--- config.mk ---
export PLATFORM = sky130hd
export DESIGN_NAME = div_period_monitor_flat
export DESIGN_NICKNAME = d
export VERILOG_FILES = /design/src/rtl/div_period_monitor_if.sv /design/src/rtl/div_period_monitor.sv /design/src/flat_wrapper.sv
export SDC_FILE = /design/constraint.sdc
export NUM_CORES = 1
export LEC_CHECK = 0
export ABC_AREA = 0
export CAP_MARGIN = 20
export CORE_UTILIZATION = 45
export CTS_BUF_LIST = sky130_fd_sc_hd__clkbuf_16
export DETAILED_ROUTE_END_ITERATION = 16
export GPL_ROUTABILITY_DRIVEN = 0
export PLACE_DENSITY_LB_ADDON = 0.12
export SLEW_MARGIN = 20
export SYNTH_ARGS = -nofsm -noshare
export SYNTH_HDL_FRONTEND = slang
export SYNTH_SLANG_ARGS = --single-unit
--- constraint.sdc ---
create_clock -name clk_in -period 6.9 [get_ports clk_in]
set_input_delay 1.38 -clock clk_in [delete_from_list [all_inputs] [get_ports clk_in]]
set_output_delay 1.38 -clock clk_in [all_outputs]
set_load 0.05 [all_outputs]
--- src/rtl/div_period_monitor_if.sv ---
// Signal bundle between the divided clock under test, its control and the period monitor.
// The master drives sig_in/clr and observes results; the monitor itself is the slave.
interface div_period_monitor_if #(
    parameter int CW = 8
);
    logic          sig_in;
    logic          clr;
    logic          period_vld;
    logic [CW-1:0] period_len;
    logic [CW-1:0] high_len;
    logic          frame_vld;
    logic [3:0]    n_short;
    logic [3:0]    n_long;
    logic [CW-1:0] frame_cyc;
    logic          period_err;
    logic          duty_err;
    logic          frame_err;
    logic          stuck;

    modport master (
        output sig_in, clr,
        input  period_vld, period_len, high_len, frame_vld, n_short, n_long,
               frame_cyc, period_err, duty_err, frame_err, stuck
    );

    modport slave (
        input  sig_in, clr,
        output period_vld, period_len, high_len, frame_vld, n_short, n_long,
               frame_cyc, period_err, duty_err, frame_err, stuck
    );
endinterface

--- src/rtl/div_period_monitor.sv ---
// Measures period and high time of a divided clock in clk_in cycles, classifies each
// period as short/long and checks every FRAME_PER-period frame against M_N.
module div_period_monitor #(
    parameter int M_N       = 87,
    parameter int FRAME_PER = 10,
    parameter int DIV_E     = 8,
    parameter int DIV_O     = 9,
    parameter int TIMEOUT   = 32,
    parameter int CW        = 8
) (
    input  logic                clk_in,
    input  logic                rst,
    div_period_monitor_if.slave mon
);
    localparam int            IDX_W   = (FRAME_PER > 1) ? $clog2(FRAME_PER) : 1;
    localparam logic [CW-1:0] CNT_MAX = '1;

    typedef enum logic {IDLE, ARMED} state_t;
    state_t state, state_next;

    logic             sig_q;
    logic             rise;
    logic [CW-1:0]    per_cnt;
    logic [CW-1:0]    hi_cnt;
    logic [CW-1:0]    cyc_acc;
    logic [3:0]       short_acc;
    logic [3:0]       long_acc;
    logic [IDX_W-1:0] per_idx;

    logic             arm;
    logic             report;
    logic             timeout;
    logic             is_short;
    logic             is_long;
    logic             frame_end;
    logic [CW:0]      acc_sum;
    logic [CW-1:0]    acc_next;
    logic [3:0]       short_next;
    logic [3:0]       long_next;

    assign rise = mon.sig_in & ~sig_q;

    always_ff @(posedge clk_in or posedge rst) begin
        if (rst) state <= IDLE;
        else     state <= state_next;
    end

    // NOTE: every signal driven here gets a default first, so no latch can be inferred.
    always_comb begin
        state_next = state;
        arm        = 1'b0;
        report     = 1'b0;
        timeout    = 1'b0;
        if (mon.clr) begin
            state_next = IDLE;
        end else begin
            case (state)
                IDLE: begin
                    if (rise) begin
                        arm        = 1'b1;
                        state_next = ARMED;
                    end
                end
                ARMED: begin
                    if (rise) begin
                        report = 1'b1;
                    end else if (per_cnt == CW'(TIMEOUT - 1)) begin
                        timeout    = 1'b1;
                        state_next = IDLE;
                    end
                end
                default: state_next = IDLE;
            endcase
        end
    end

    // Values of the period being closed, including its contribution to the running frame.
    always_comb begin
        is_short   = (per_cnt == CW'(DIV_E));
        is_long    = (per_cnt == CW'(DIV_O));
        acc_sum    = {1'b0, cyc_acc} + {1'b0, per_cnt};
        acc_next   = acc_sum[CW] ? CNT_MAX : acc_sum[CW-1:0];
        short_next = short_acc + {3'b000, is_short};
        long_next  = long_acc + {3'b000, is_long};
        frame_end  = (per_idx == IDX_W'(FRAME_PER - 1));
    end

    // NOTE: sequential state uses non-blocking assignments so every register sees pre-edge values.
    always_ff @(posedge clk_in or posedge rst) begin
        if (rst) begin
            sig_q          <= 1'b0;
            per_cnt        <= '0;
            hi_cnt         <= '0;
            cyc_acc        <= '0;
            short_acc      <= '0;
            long_acc       <= '0;
            per_idx        <= '0;
            mon.period_vld <= 1'b0;
            mon.period_len <= '0;
            mon.high_len   <= '0;
            mon.frame_vld  <= 1'b0;
            mon.n_short    <= '0;
            mon.n_long     <= '0;
            mon.frame_cyc  <= '0;
            mon.period_err <= 1'b0;
            mon.duty_err   <= 1'b0;
            mon.frame_err  <= 1'b0;
            mon.stuck      <= 1'b0;
        end else begin
            sig_q          <= mon.sig_in;
            mon.period_vld <= 1'b0;
            mon.frame_vld  <= 1'b0;
            if (mon.clr) begin
                // Reported values (period_len, high_len, n_*, frame_cyc) are left holding.
                per_cnt        <= '0;
                hi_cnt         <= '0;
                cyc_acc        <= '0;
                short_acc      <= '0;
                long_acc       <= '0;
                per_idx        <= '0;
                mon.period_err <= 1'b0;
                mon.duty_err   <= 1'b0;
                mon.frame_err  <= 1'b0;
                mon.stuck      <= 1'b0;
            end else if (arm) begin
                per_cnt   <= CW'(1);
                hi_cnt    <= CW'(1);
                cyc_acc   <= '0;
                short_acc <= '0;
                long_acc  <= '0;
                per_idx   <= '0;
            end else if (report) begin
                mon.period_vld <= 1'b1;
                mon.period_len <= per_cnt;
                mon.high_len   <= hi_cnt;
                per_cnt        <= CW'(1);
                hi_cnt         <= CW'(1);
                if (!is_short && !is_long)     mon.period_err <= 1'b1;
                if (hi_cnt != (per_cnt >> 1)) mon.duty_err   <= 1'b1;
                if (frame_end) begin
                    mon.frame_vld <= 1'b1;
                    mon.n_short   <= short_next;
                    mon.n_long    <= long_next;
                    mon.frame_cyc <= acc_next;
                    if (acc_next != CW'(M_N)) mon.frame_err <= 1'b1;
                    per_idx   <= '0;
                    cyc_acc   <= '0;
                    short_acc <= '0;
                    long_acc  <= '0;
                end else begin
                    per_idx   <= per_idx + IDX_W'(1);
                    cyc_acc   <= acc_next;
                    short_acc <= short_next;
                    long_acc  <= long_next;
                end
            end else if (timeout) begin
                mon.stuck <= 1'b1;
            end else if (state == ARMED) begin
                if (per_cnt != CNT_MAX)                 per_cnt <= per_cnt + CW'(1);
                if (mon.sig_in && (hi_cnt != CNT_MAX)) hi_cnt  <= hi_cnt + CW'(1);
            end
        end
    end
endmodule

--- src/flat_wrapper.sv ---
// flat-port wrapper written by rule: the top's interface ports become plain ports
module div_period_monitor_flat 
#(
    parameter int M_N       = 87,
    parameter int FRAME_PER = 10,
    parameter int DIV_E     = 8,
    parameter int DIV_O     = 9,
    parameter int TIMEOUT   = 32,
    parameter int CW        = 8
)
  (clk_in, rst, mon_sig_in, mon_clr, mon_period_vld, mon_period_len, mon_high_len, mon_frame_vld, mon_n_short, mon_n_long, mon_frame_cyc, mon_period_err, mon_duty_err, mon_frame_err, mon_stuck);
  div_period_monitor_if #(.CW(CW)) mon_i ();
  input  logic clk_in;
  input  logic rst;
  input wire logic [$bits(mon_i.sig_in)-1:0] mon_sig_in;
  input wire logic [$bits(mon_i.clr)-1:0] mon_clr;
  output wire logic [$bits(mon_i.period_vld)-1:0] mon_period_vld;
  output wire logic [$bits(mon_i.period_len)-1:0] mon_period_len;
  output wire logic [$bits(mon_i.high_len)-1:0] mon_high_len;
  output wire logic [$bits(mon_i.frame_vld)-1:0] mon_frame_vld;
  output wire logic [$bits(mon_i.n_short)-1:0] mon_n_short;
  output wire logic [$bits(mon_i.n_long)-1:0] mon_n_long;
  output wire logic [$bits(mon_i.frame_cyc)-1:0] mon_frame_cyc;
  output wire logic [$bits(mon_i.period_err)-1:0] mon_period_err;
  output wire logic [$bits(mon_i.duty_err)-1:0] mon_duty_err;
  output wire logic [$bits(mon_i.frame_err)-1:0] mon_frame_err;
  output wire logic [$bits(mon_i.stuck)-1:0] mon_stuck;
  assign mon_i.sig_in = mon_sig_in;
  assign mon_i.clr = mon_clr;
  assign mon_period_vld = mon_i.period_vld;
  assign mon_period_len = mon_i.period_len;
  assign mon_high_len = mon_i.high_len;
  assign mon_frame_vld = mon_i.frame_vld;
  assign mon_n_short = mon_i.n_short;
  assign mon_n_long = mon_i.n_long;
  assign mon_frame_cyc = mon_i.frame_cyc;
  assign mon_period_err = mon_i.period_err;
  assign mon_duty_err = mon_i.duty_err;
  assign mon_frame_err = mon_i.frame_err;
  assign mon_stuck = mon_i.stuck;
  div_period_monitor #(.M_N(M_N), .FRAME_PER(FRAME_PER), .DIV_E(DIV_E), .DIV_O(DIV_O), .TIMEOUT(TIMEOUT), .CW(CW)) u_core (.clk_in(clk_in), .rst(rst), .mon(mon_i));
endmodule
[After elaboration in Yosys (flattened, before gate mapping)]
Cells that the tools add are included.
Word-level totals
  bits of input ports: 4
  word-level logic and storage cells: 129
  output and inout port bits: 38
  flip-flop bits (word level): 76
Cells by class
  multiplexer cells: 66
  add/subtract/negate cells: 6
  bitwise operators: 5
  reduce and logical (&&, ||, !) cells: 22
  eq/ne operators: 11
Operator list (number)
  $mux W8: 17
  $mux W4: 12
  $mux W1: 36
  $reduce_and A3 Y1: 6
  $add A8 B1 Y8 const B: 2
  $eq A8 B4 Y1 const B: 2
  $ne A8 B8 Y1 const B: 2
  $reduce_bool A2 Y1: 6
  $reduce_bool A4 Y1: 3
  $add A8 B8 Y9: 1
  $add A4 B1 Y4: 2
  $eq A8 B5 Y1 const B: 1
  $ne A8 B7 Y1: 1
  $ne A8 B7 Y1 const B: 1
  $reduce_and A4 Y1: 2
  $add A4 B1 Y4 const B: 1
  $eq A4 B4 Y1 const B: 1
  $ne A2 B2 Y1 const B: 2
  $ne A4 B2 Y1 const B: 1
  $not A1 Y1: 4
  $reduce_bool A3 Y1: 1
  $logic_and A1 B1 Y1: 2
  $logic_not A1 Y1: 2
  $pmux W1 S2: 1
  $and A1 B1 Y1: 1

[Logic depth before layout (Yosys ltp)]
Gate-level depths: netlist (run 1).
  depth in word-level cells: 9
  mapped depth: 9
  mapped depth without buffers: 8

[Worst setup path before layout (run 1)]
OpenSTA, ideal clock, no wires.
  path kind: in2reg
  start point: input mon_clr
  end point: register u_core.mon.high_len[7]
  data arrival time: 2504 ps
  stages on the path: 5
  setup time: 125 ps
  buffers on the path: 3
  required time: 6775 ps
  slack: 4271 ps
  cells stage by stage: buf_2 -> and4bb_2 -> buf_4 -> buf_2 -> mux2_2
On the way
  word-level cells in the longest chain between the ends: 3
  elaborated cells between the ends (all ways): 5
  classes of those cells: 2 x mux; 2 x bitwise; 1 x reduce/logical
RTL lines
  from (decl): RTL line flat_wrapper.sv:16  | input wire logic [$bits(mon_i.clr)-1:0] mon_clr;
  $mux W1: RTL line div_period_monitor.sv:54  | if (mon.clr) begin
  $not A1 Y1 (no line)
  $reduce_and A3 Y1 (no line) *
  to (signal assigned): RTL line div_period_monitor.sv:135  | mon.high_len <= hi_cnt;
  to (decl): RTL line div_period_monitor_if.sv:28  | output period_vld, period_len, high_len, frame_vld, n_short, n_long,
Every way passes the cells marked *; elsewhere a longest branch is shown, timed or not.
A chain may end at the register's enable or synchronous reset.

[Final worst setup path (run 1)]
  start point: input mon_clr
  end point: register u_core.long_acc[2]
On the way
  word-level cells in the longest chain between the ends: 3
  elaborated cells between the ends (all ways): 5
  classes of those cells: 4 x mux; 1 x reduce/logical
RTL lines
  $mux W1: RTL line div_period_monitor.sv:54
  $mux W4: RTL line div_period_monitor.sv:125  | end else if (arm) begin
  $mux W4: RTL line div_period_monitor.sv:113  | if (mon.clr) begin
  to (signal assigned): RTL line div_period_monitor.sv:154  | long_acc <= long_next;
  to (decl): RTL line div_period_monitor.sv:27  | logic [3:0] long_acc;
Parallel ways exist; a longest one is shown, timed or not.

==> results of run 1 <==
==> critical path, stage by stage <==
cell and delay [ns]:
clkdlybuf4s50_1 0.69, and4bb_2 0.78, nand2_1 0.36, o21ai_0 0.26, nand2_1 0.07, o21ai_0 0.06
==> cell families after synthesis <==
group                    Yosys count  share of synthesized area (%)
XOR/XNOR                          26                           5.94
adder cells (fa/ha/maj)           19                           6.40
AO/OA/AOI/OAI                     73                           12.0
flip-flops                        76                           49.6
AND/OR/NAND/NOR                  127                           17.1
multiplexers                      22                           6.43
buffers and inverters             22                           2.51
==> power breakdown <==
| group | total [mW] | switching [mW] | internal, mW |
|---|---|---|---|
| Combinational | 0.0571 | 0.0395 | 0.0175 |
| Clock | 0.545 | 0.189 | 0.356 |
| Sequential | 0.459 | 0.00717 | 0.452 |
==> layout by cell type, fill, tap and decap left out, drive strengths merged, types with 8 or more instances in the layout <==
cell type	instances
dfrtp	76
a21oi	27
clkdlybuf4s50	41
inv	8
nor2	41
nand3	13
xor2	14
nand2	24
clkbuf	9
xnor2	12
ha	18
mux2	21
o21ai	21
==> path summary, 6_finish.rpt <==
check	slack (ns)	startpoint	to	cells after the start
setup / recovery	3.55	mon_clr	u_core.long_acc[2]	6
hold / removal	0.50	u_core.mon.high_len[6]	u_core.mon.high_len[6]	1
setup reg to reg	4.50	u_core.per_cnt[5]	u_core.short_acc[3]	8
hold reg to reg	0.50	u_core.mon.high_len[6]	u_core.mon.high_len[6]	1
max in group asynchronous	4.61	rst	u_core.mon.period_len[4]	3
min in group asynchronous	1.65	rst	u_core.per_idx[3]	3
==> state kept, by name (all words and copies together) (netlist names), 4 cells and up <==
| name | count |
|---|---|
| u_core.short_acc | 4 |
| u_core.mon.n_long | 4 |
| u_core.mon.n_short | 4 |
| u_core.mon.period_len | 8 |
| u_core.per_cnt | 8 |
| u_core.per_idx | 4 |
| u_core.mon.frame_cyc | 8 |
| u_core.hi_cnt | 8 |
| u_core.mon.high_len | 8 |
| u_core.long_acc | 4 |
| u_core.cyc_acc | 8 |
==> per-layer routing <==
layer | global-route usage [%] | wire length (um)
met1 | 26.0 | 3770
met2 | 32.4 | 3900
met3 | 3.16 | 233
met4 | 8.59 | 139
met5 | 0 | 0
==> layout make-up <==
class | instances | area (um2) | area share (%)
well taps | 105 | 131 | 2.82
flip-flops and latches | 76 | 1900 | 40.8
inverters | 6 | 22.5 | 0.483
repair buffers | 43 | 425 | 9.12
clock buffers | 9 | 225 | 4.83
multi-input cells | 267 | 1830 | 39.3
clock inverters | 7 | 123 | 2.63
==> per-stage QoR <==
step | hold slack, ns | total power [mW] | worst slack (ns) | std cells
5_1_grt | 0.519 | 1.10 | 3.32 | 513
3_3_place_gp | 0.484 | 0.524 | 3.27 | 497
2_1_floorplan | 0.456 | 0.506 | 3.58 | 365
4_1_cts | 0.507 | 1.07 | 3.53 | 513
6_report | 0.503 | 1.06 | 3.55 | 513
3_5_place_dp | 0.494 | 0.525 | 3.17 | 497
==> results by group, run 1 <==
Synthesis
  – Cell variety after synth: 55
  – #FFs+latches synth: 76
  – Commonest cells in the netlist: dfrtp_1, nor2_1, a21oi_1
  – Top cells by area, synth: dfrtp_1, mux2_2, ha_1
  – Post-Synthesis Cells: ~370
  – Most used standard cell by instance count after synthesis: dfrtp_1
  – Sequential fraction of the synthesis area: about half
  – Post-synth EDFFs: 0
  – Ys async rst share: 100%
  – Top FF cell, synth: dfrtp_1
  – Yosys top cell area share: 49.6%
  – Mapped Nets: roughly 390
  – Warnings, synthesis: 0
  – Synthesized cell area: approximately 3800 um2
  – Cell taking the most area after synthesis: dfrtp_1
  – Syn avg cell area: 10.5 um2

CTS
  – CTS tree: done
  – Root Driver: clkbuf_16
  – Post-cts resize count: 0
  – Post-CTS Setup Inserts: 0
  – H-tree depth: 3
  – CTS Buf Count: 9
  – Clk sinks: 76
  – # hold bufs at CTS: 0
  – Clk Latency, worst-skew pair: 0.33 ns
  – Max clock buf depth: 2
  – Clk slew on worst S/H paths: ~0.06 ns

Pwr
  – Leakage power: about 2.1 nW
  – Maximum VDD drop: 0.124 mV
  – Power Density: 228 nW/um2

Timing
  – Slew Limit Headroom: between 20 and 30%
  – Final min period: 3.35 ns
  – Pin slew with the least headroom to its limit: approximately 1.1 ns
  – Fin. Hold Viols: 0
  – Slew Limit Fails: 0
  – Setup Skew: 0.00634 ns
  – Fmax: 298 MHz
  – RSZ-0062 raised after global routing: no
  – Final setup violating endpoints: 0
  – Period utilization: between 40% and 50%
  – TNS Setup: 0 ns

Worst setup path
  – WP data arrival: between 3 and 4 ns
  – CP max FO: 20
  – Worst setup path class: in -> reg
  – Critical Path RT: ~7 ns
  – CP Capture Type: flop
  – Crit start category: input pin

Cells and area
  – Final Util: a little under three fifths
  – Final Cell Area: around 4700 um2
  – Area grow syn2layout: 21.7%
  – Nets: roughly 430
  – Ant. Diodes: 0
  – Fillers: around 700
  – Share of cells above drive strength 1: between 10% and 20%

GRT
  – First-pass GRT wire length: approximately 13,000 um
  – Total grt overflow: 0
  – Pin count of the biggest net entering global routing: 77
  – Vias in the first global route: 2,761
  – Global Route Usage Sum: slightly below 20%
  – Initial antenna violation count: 0

Route
  – DR DRC count: 0
  – Post-Route WL: approximately 8000 um
  – WL/cell: 15.7 um
  – Vias post-DR: approximately 2,800
  – DR iter-0 viols: roughly 120
  – Post-DR vias/cell: approximately 5.5
  – DRT Pass-1 Iters: 4
  – Antenna Nets Post-Route: 0

Die
  – Die height: approximately 94 um
  – Die ar.: about 8900 um2
  – Die width: ~94 um
  – Site Rows: 33
  – Core Region: 8220 um2
  – Boundary pin count: 42
  – Initial core utilization: between 40% and 50%

Placed design
  – HPWL Detailed: ~5600 um
  – Post-placement cell area: between 4000 and 5000 um2
  – Port buffer count: 41

Status
  – Outcome: finished, final reports clean

Hold path
  – Hold Path Class: reg -> reg

Job
  – # Max-Cap Violations: 0
(Power assumes the default switching activity.)
==> run 2: changes to the inputs <==
==> constraint.sdc (replaced) <==
create_clock -name clk_in -period 2.98 [get_ports clk_in]
set_input_delay 0.596 -clock clk_in [delete_from_list [all_inputs] [get_ports clk_in]]
set_output_delay 0.596 -clock clk_in [all_outputs]
set_load 0.05 [all_outputs]
==> run 2 against run 1 <==
  * Core utilization is 1.1 points higher
  * Hold slack worse by 0.0071 ns
  * Via count is 2.3% higher
  * Count of clock-buffer cells in the layout stayed put
  * Critical path depth stayed put
  * Global-route usage is 1.1 points higher
  * Sequential share of layout area is 0.74 points lower
  * Routed wire length is 2.9% higher
  * Combinational power is 140% higher
  * Clock power is 140% higher
  * Flip-flop and latch count stayed put
  * Total power is 140% higher
==> results by group, run 2 (synthesized netlist as in run 1, its figures left out) <==
Status
  – Outcome: finished, final reports clean

Cells and area
  – Final Util: 57.8% (+1.1 points)
  – Fillers: 714 (+3.0%)
  – Nets: 435 (+2.1%)
  – Ant. Diodes: 0 (unchanged)
  – Area grow syn2layout: 23.9%
  – Share of cells above drive strength 1: 14.4% (+1.4 points)
  – Area of the multi-input gates: 1830 um2 (unchanged)
  – Most common cell after layout, fill and taps aside: dfrtp_1
  – Register area: 1900 um2 (unchanged)
  – Most frequent cells in the layout: dfrtp_1, clkdlybuf4s50_1, nor2_1, a21oi_1, nand2_1

Timing
  – Period utilization: between 70% and 80%
  – Fin. Hold Viols: 0 (unchanged)
  – Final setup violating endpoints: 0 (unchanged)
  – Slew Limit Headroom: 62.5% (+35 points)
  – Final Worst Setup Slack: 0.643 ns (-2.90 ns)
  – Hold_ws: 0.496 ns (-0.00714 ns)
  – Fmax: ~430 MHz
  – RSZ-0062 raised after global routing: no
  – Slew Limit Fails: 0 (unchanged)
  – Final min period: about 2.3 ns
  – Pin slew with the least headroom to its limit: 0.558 ns (-0.521 ns)
  – TNS Setup: 0 ns (unchanged)
  – Setup Skew: 0.00693 ns (+0.000589 ns)

Worst setup path
  – Reg2reg setup slack: 0.64 ns (-3.86 ns)
  – Reg2Reg Depth: 6 (-2)
  – Slowest stage delay, CP: 0.56 ns (-0.22 ns)
  – CP Capture Type: flop
  – CP Cell Sequence: ha_1 > a211oi_2 > nor4b_1 > nor4_2 > nand4_1 > o31a_1
  – CP endpoint: u_core.mon.frame_err
  – CP max FO: 7 (-65%)
  – Stages on the worst setup path: 6 (unchanged)
  – Top delay family on crit path: simple AND/OR/NAND/NOR gates
  – Crit. Startpoint: u_core.per_cnt[1]
  – Crit start category: flop
  – CP max stage cell: dfrtp_1
  – Critical Path RT: 3.19 ns (-3.96 ns)
  – Worst R2R End: u_core.mon.frame_err
  – Worst setup path class: reg -> reg
  – WP data arrival: 2.55 ns (-1.06 ns)
  – WP buf/inv: 0 (-1)
  – R2r startpoint: u_core.per_cnt[1]

Route
  – DR iter-0 viols: 124 (+4.2%)
  – DR DRC count: 0 (unchanged)
  – Vias post-DR: 2,874 (+2.3%)
  – Post-Route WL: 8270 um (+2.9%)
  – DRT Pass-1 Iters: 4 (unchanged)
  – WL/cell: 15.9 um (+1.4%)
  – Antenna Nets Post-Route: 0 (unchanged)
  – Post-DR vias/cell: 5.52 (+0.71%)

Die
  – Site Rows: 33 (unchanged)
  – Core Region: 8220 um2 (unchanged)
  – Boundary pin count: 42 (unchanged)
  – Initial core utilization: 46.6% (unchanged)
  – Die height: 94.3 um (unchanged)
  – Die width: 94.3 um (unchanged)
  – Die ar.: 8890 um2 (unchanged)

Pwr
  – Sw Ratio: 20.7% (-1.5 points)
  – Sequential share of power: 42.4% (-0.9 points)
  – NetSw: 0.519 mW (+120%)
  – Maximum VDD drop: 0.292 mV (+140%)
  – Clock power share: 52.0% (+0.6 points)
  – Power Density: 527 nW/um2 (+130%)
  – Int Pwr: 1.99 mW (+140%)
  – Combinational share of power: 5.6% (+0.2 points)
  – Leakage power: 2.20 nW (+3.1%)

CTS
  – CTS tree: done
  – Post-CTS Setup Inserts: 0 (unchanged)
  – Root Driver: clkbuf_16
  – H-tree depth: 3 (unchanged)
  – Clk Latency, worst-skew pair: 0.33 ns (about the same)
  – Max clock buf depth: 2 (unchanged)
  – Post-cts resize count: 0 (unchanged)
  – Clk slew on worst S/H paths: 0.06 ns (about the same)
  – Clk sinks: 76 (unchanged)
  – # hold bufs at CTS: 0 (unchanged)
  – CTS Buf Count: 9 (unchanged)

Placed design
  – HPWL Detailed: 5690 um (+2.4%)
  – Port buffer count: 41 (unchanged)
  – Dpl ws: 0.538 ns (-2.64 ns)

GRT
  – First-pass GRT wire length: 14,200 um (+6.0%)
  – Pin count of the biggest net entering global routing: 77 (unchanged)
  – Total grt overflow: 0 (unchanged)
  – Initial antenna violation count: 0 (unchanged)
  – Global Route Usage Sum: 21.0% (+1.1 points)
  – Vias in the first global route: 2,836 (+2.7%)

Job
  – # Max-Cap Violations: 0 (unchanged)

Hold path
  – Hold Path Class: reg -> reg
[run 2: worst min-delay path: stages, from the launching register on]
cell	delay (ns)
dfrtp_1	0.35
nand2_1	0.05
o21ai_0	0.06
[run 2: layout make-up]
type,count,area share (%)
sequential,76,40.0
clock buffer,9,4.74
tap,105,2.77
clock inverter,6,2.71
multi-input combinational,267,38.6
inverter,6,0.474
timing repair buffer,52,10.6
[run 2: how the worst min path moves through the flow]
| stage | from | endpoint | slack, ns | depth (start not counted) |
|---|---|---|---|---|
| after detailed placement | u_core.cyc_acc[5] | u_core.cyc_acc[5] | 0.48 | 1 |
| after global routing | u_core.cyc_acc[5] | u_core.cyc_acc[5] | 0.52 | 1 |
| after global placement | u_core.cyc_acc[3] | u_core.cyc_acc[3] | 0.48 | 1 |
| final | u_core.cyc_acc[2] | u_core.cyc_acc[2] | 0.50 | 2 |
| after floorplan | u_core.cyc_acc[3] | u_core.cyc_acc[3] | 0.46 | 1 |
| after CTS | u_core.cyc_acc[2] | u_core.cyc_acc[2] | 0.50 | 2 |
[run 2: power groups by stage]
| stage | clock network [mW] | registers (mW) | logic, mW |
|---|---|---|---|
| 2_1_floorplan | 0 | 1.11 | 0.0659 |
| 3_3_place_gp | 0 | 1.08 | 0.140 |
| 3_5_place_dp | 0 | 1.08 | 0.140 |
| 4_1_cts | 1.32 | 1.06 | 0.141 |
| 5_1_grt | 1.38 | 1.07 | 0.155 |
| 6_report | 1.30 | 1.06 | 0.139 |
[run 2: per-stage QoR]
stage	instances	total power, mW	area, um2
2_1_floorplan	365	1.17	3830
3_3_place_gp	506	1.22	4400
3_5_place_dp	506	1.22	4400
4_1_cts	521	2.53	4750
5_1_grt	521	2.60	4750
6_report	521	2.50	4750
[run 2: metal layers]
| metal | vias to the layer above | part of all wire, % | track usage, % |
|---|---|---|---|
| met2 | 64 | 47 | 32.5 |
| met3 | 12 | 3.9 | 5.18 |
| li1 | 1399 | - | - |
| met4 | 0 | 1.8 | 6.54 |
| met1 | 1399 | 48 | 28.8 |
| met5 | - | 0 | 0 |
==> run 3: changes to the inputs <==
==> constraint.sdc (replaced) <==
create_clock -name clk_in -period 2.1 [get_ports clk_in]
set_input_delay 0.42 -clock clk_in [delete_from_list [all_inputs] [get_ports clk_in]]
set_output_delay 0.42 -clock clk_in [all_outputs]
set_load 0.05 [all_outputs]
==> run 3 against run 2 <==
  * First-iteration DRC count decreased by 36%
  * Clock skew about the same
  * Hold slack got worse by 0.056 ns
  * Global-route usage decreased by 0.77 points
  * Critical path type unchanged
  * Critical endpoint is now u_core.mon.n_short[1]
  * Largest power group unchanged
==> results by group, run 3 (synthesized netlist as in run 1, its figures left out) <==
Die
  – Die width: 94.3 um (unchanged)
  – Site Rows: 33 (unchanged)
  – Die height: 94.3 um (unchanged)
  – Initial core utilization: 46.6% (unchanged)
  – Core Region: 8220 um2 (unchanged)
  – Boundary pin count: 42 (unchanged)
  – Die ar.: 8890 um2 (unchanged)

Route
  – DR DRC count: 0 (unchanged)
  – Vias post-DR: 2,905 (+1.1%)
  – DRT Pass-1 Iters: 4 (unchanged)
  – Post-Route WL: 8400 um (+1.5%)
  – WL/cell: 15.6 um (-1.9%)
  – Antenna Nets Post-Route: 0 (unchanged)
  – DR iter-0 viols: 79 (-36%)
  – Post-DR vias/cell: 5.39 (-2.3%)

Timing
  – Pin slew with the least headroom to its limit: 0.556 ns (-0.00209 ns)
  – Final Worst Setup Slack: 0.0367 ns (-0.606 ns)
  – TNS Setup: 0 ns (unchanged)
  – Final setup violating endpoints: 0 (unchanged)
  – Fmax: 485 MHz (+13%)
  – Fin. Hold Viols: 0 (unchanged)
  – Hold_ws: 0.440 ns (-0.0558 ns)
  – Setup Skew: 0.00645 ns (-0.000478 ns)
  – Final min period: 2.06 ns (-0.274 ns)
  – Period utilization: 98.3% (+20 points)
  – Slew Limit Headroom: 62.4% (-0.065 points)
  – Slew Limit Fails: 0 (unchanged)
  – RSZ-0062 raised after global routing: yes

GRT
  – Global Route Usage Sum: 20.2% (-0.77 points)
  – First-pass GRT wire length: 13,600 um (-4.4%)
  – Initial antenna violation count: 0 (unchanged)
  – Pin count of the biggest net entering global routing: 33 (-57%)
  – Total grt overflow: 0 (unchanged)
  – Vias in the first global route: 2,710 (-4.4%)

CTS
  – CTS Buf Count: 9 (unchanged)
  – H-tree depth: 3 (unchanged)
  – Max clock buf depth: 2 (unchanged)
  – Root Driver: clkbuf_16
  – Clk sinks: 76 (unchanged)
  – Clk Latency, worst-skew pair: 0.33 ns (about the same)
  – Post-CTS Setup Inserts: 0 (unchanged)
  – CTS tree: done
  – Clk slew on worst S/H paths: 0.06 ns (about the same)
  – # hold bufs at CTS: 0 (unchanged)

Worst setup path
  – CP Capture Type: flop
  – Worst R2R End: u_core.mon.n_short[1]
  – Reg2reg setup slack: 0.04 ns (-0.61 ns)
  – Crit start category: flop
  – Crit. Startpoint: u_core.per_cnt[7]
  – R2r startpoint: u_core.per_cnt[7]
  – CP max FO: 2 (-5)
  – WP data arrival: 2.28 ns (-0.27 ns)
  – Worst setup path class: reg -> reg
  – Critical Path RT: 2.32 ns (-0.87 ns)
  – CP endpoint: u_core.mon.n_short[1]
  – Reg2Reg Depth: 6 (unchanged)

Job
  – # Max-Cap Violations: 0 (unchanged)

Placed design
  – Port buffer count: 41 (unchanged)
  – HPWL Detailed: 6030 um (+6.1%)
  – Dpl ws: -0.0305 ns (-0.568 ns)

Pwr
  – Leakage power: 2.26 nW (+3.0%)
  – Maximum VDD drop: 0.444 mV (+52%)
  – Power Density: 675 nW/um2 (+28%)

Hold path
  – Hold Path Class: in -> async

Status
  – Outcome: finished, final reports clean

Cells and area
  – Ant. Diodes: 0 (unchanged)
  – Most frequent cells in the layout: dfrtp_1, clkdlybuf4s50_1, nor2_1, a21oi_1, nand2_1
  – Share of cells above drive strength 1: 21.9% (+7.5 points)
  – Nets: 452 (+3.9%)
  – Most common cell after layout, fill and taps aside: dfrtp_1
  – Area grow syn2layout: 29.9%
[run 3: through the flow]
step	instance area, um2	std cells	util, %	total power [mW]
final	4980	539	60.6	3.36
after global routing	4980	539	60.6	3.48
after CTS	4910	539	59.8	3.38
after detailed placement	4580	523	55.8	1.76
after global placement	4580	523	55.8	1.75
after floorplan	3840	365	-	1.66
[run 3: final cells by class]
type / count / area (um2)
clock buffer: 9 / 225
multi-input combinational: 267 / 1920
fill: 686 / 3240
inverter: 6 / 26.3
clock inverter: 7 / 92.6
tap: 105 / 131
timing repair buffer: 69 / 683
sequential: 76 / 1900
[run 3: timing repair]
item	4_1_cts	5_1_grt
endpoints found under the setup margin	3	8
resized for setup	2	17
pin swaps	0	2
[run 3: layer usage]
layer	share of wire [%]	wire [um]	global-route usage, %	up-vias
met5	0	0	0	-
met4	2.0	169	8.21	0
met3	2.4	204	3.48	17
met2	46	3880	31.5	50
met1	49	4140	27.8	1407
li1	-	-	-	1431
[run 3: worst max-delay path, cell delays in order (launching register included)]
cell     delay [ns]
dfrtp_1        0.38
or3_4          0.41
nor4b_4        0.27
and2_4         0.19
ha_1           0.17
ha_2           0.28
mux2_2         0.26
[run 3: how the worst min path moves through the flow]
| stage | startpoint | cells past startpoint | slack, ns | endpoint |
|---|---|---|---|---|
| floorplan | mon_sig_in | 0 | 0.45 | u_core.sig_q |
| global placement | u_core.cyc_acc[0] | 2 | 0.48 | u_core.cyc_acc[0] |
| detailed placement | u_core.cyc_acc[5] | 1 | 0.49 | u_core.cyc_acc[5] |
| CTS | rst | 2 | 0.45 | u_core.mon.frame_cyc[2] |
| global route | rst | 2 | 0.48 | u_core.mon.frame_cyc[2] |
| finish | rst | 2 | 0.44 | u_core.cyc_acc[2] |
[run 3: where the power goes]
part           internal [mW]  switching (mW)
clock                   1.04           0.594
sequential              1.48          0.0188
combinational         0.0820           0.143
total                   2.60           0.756
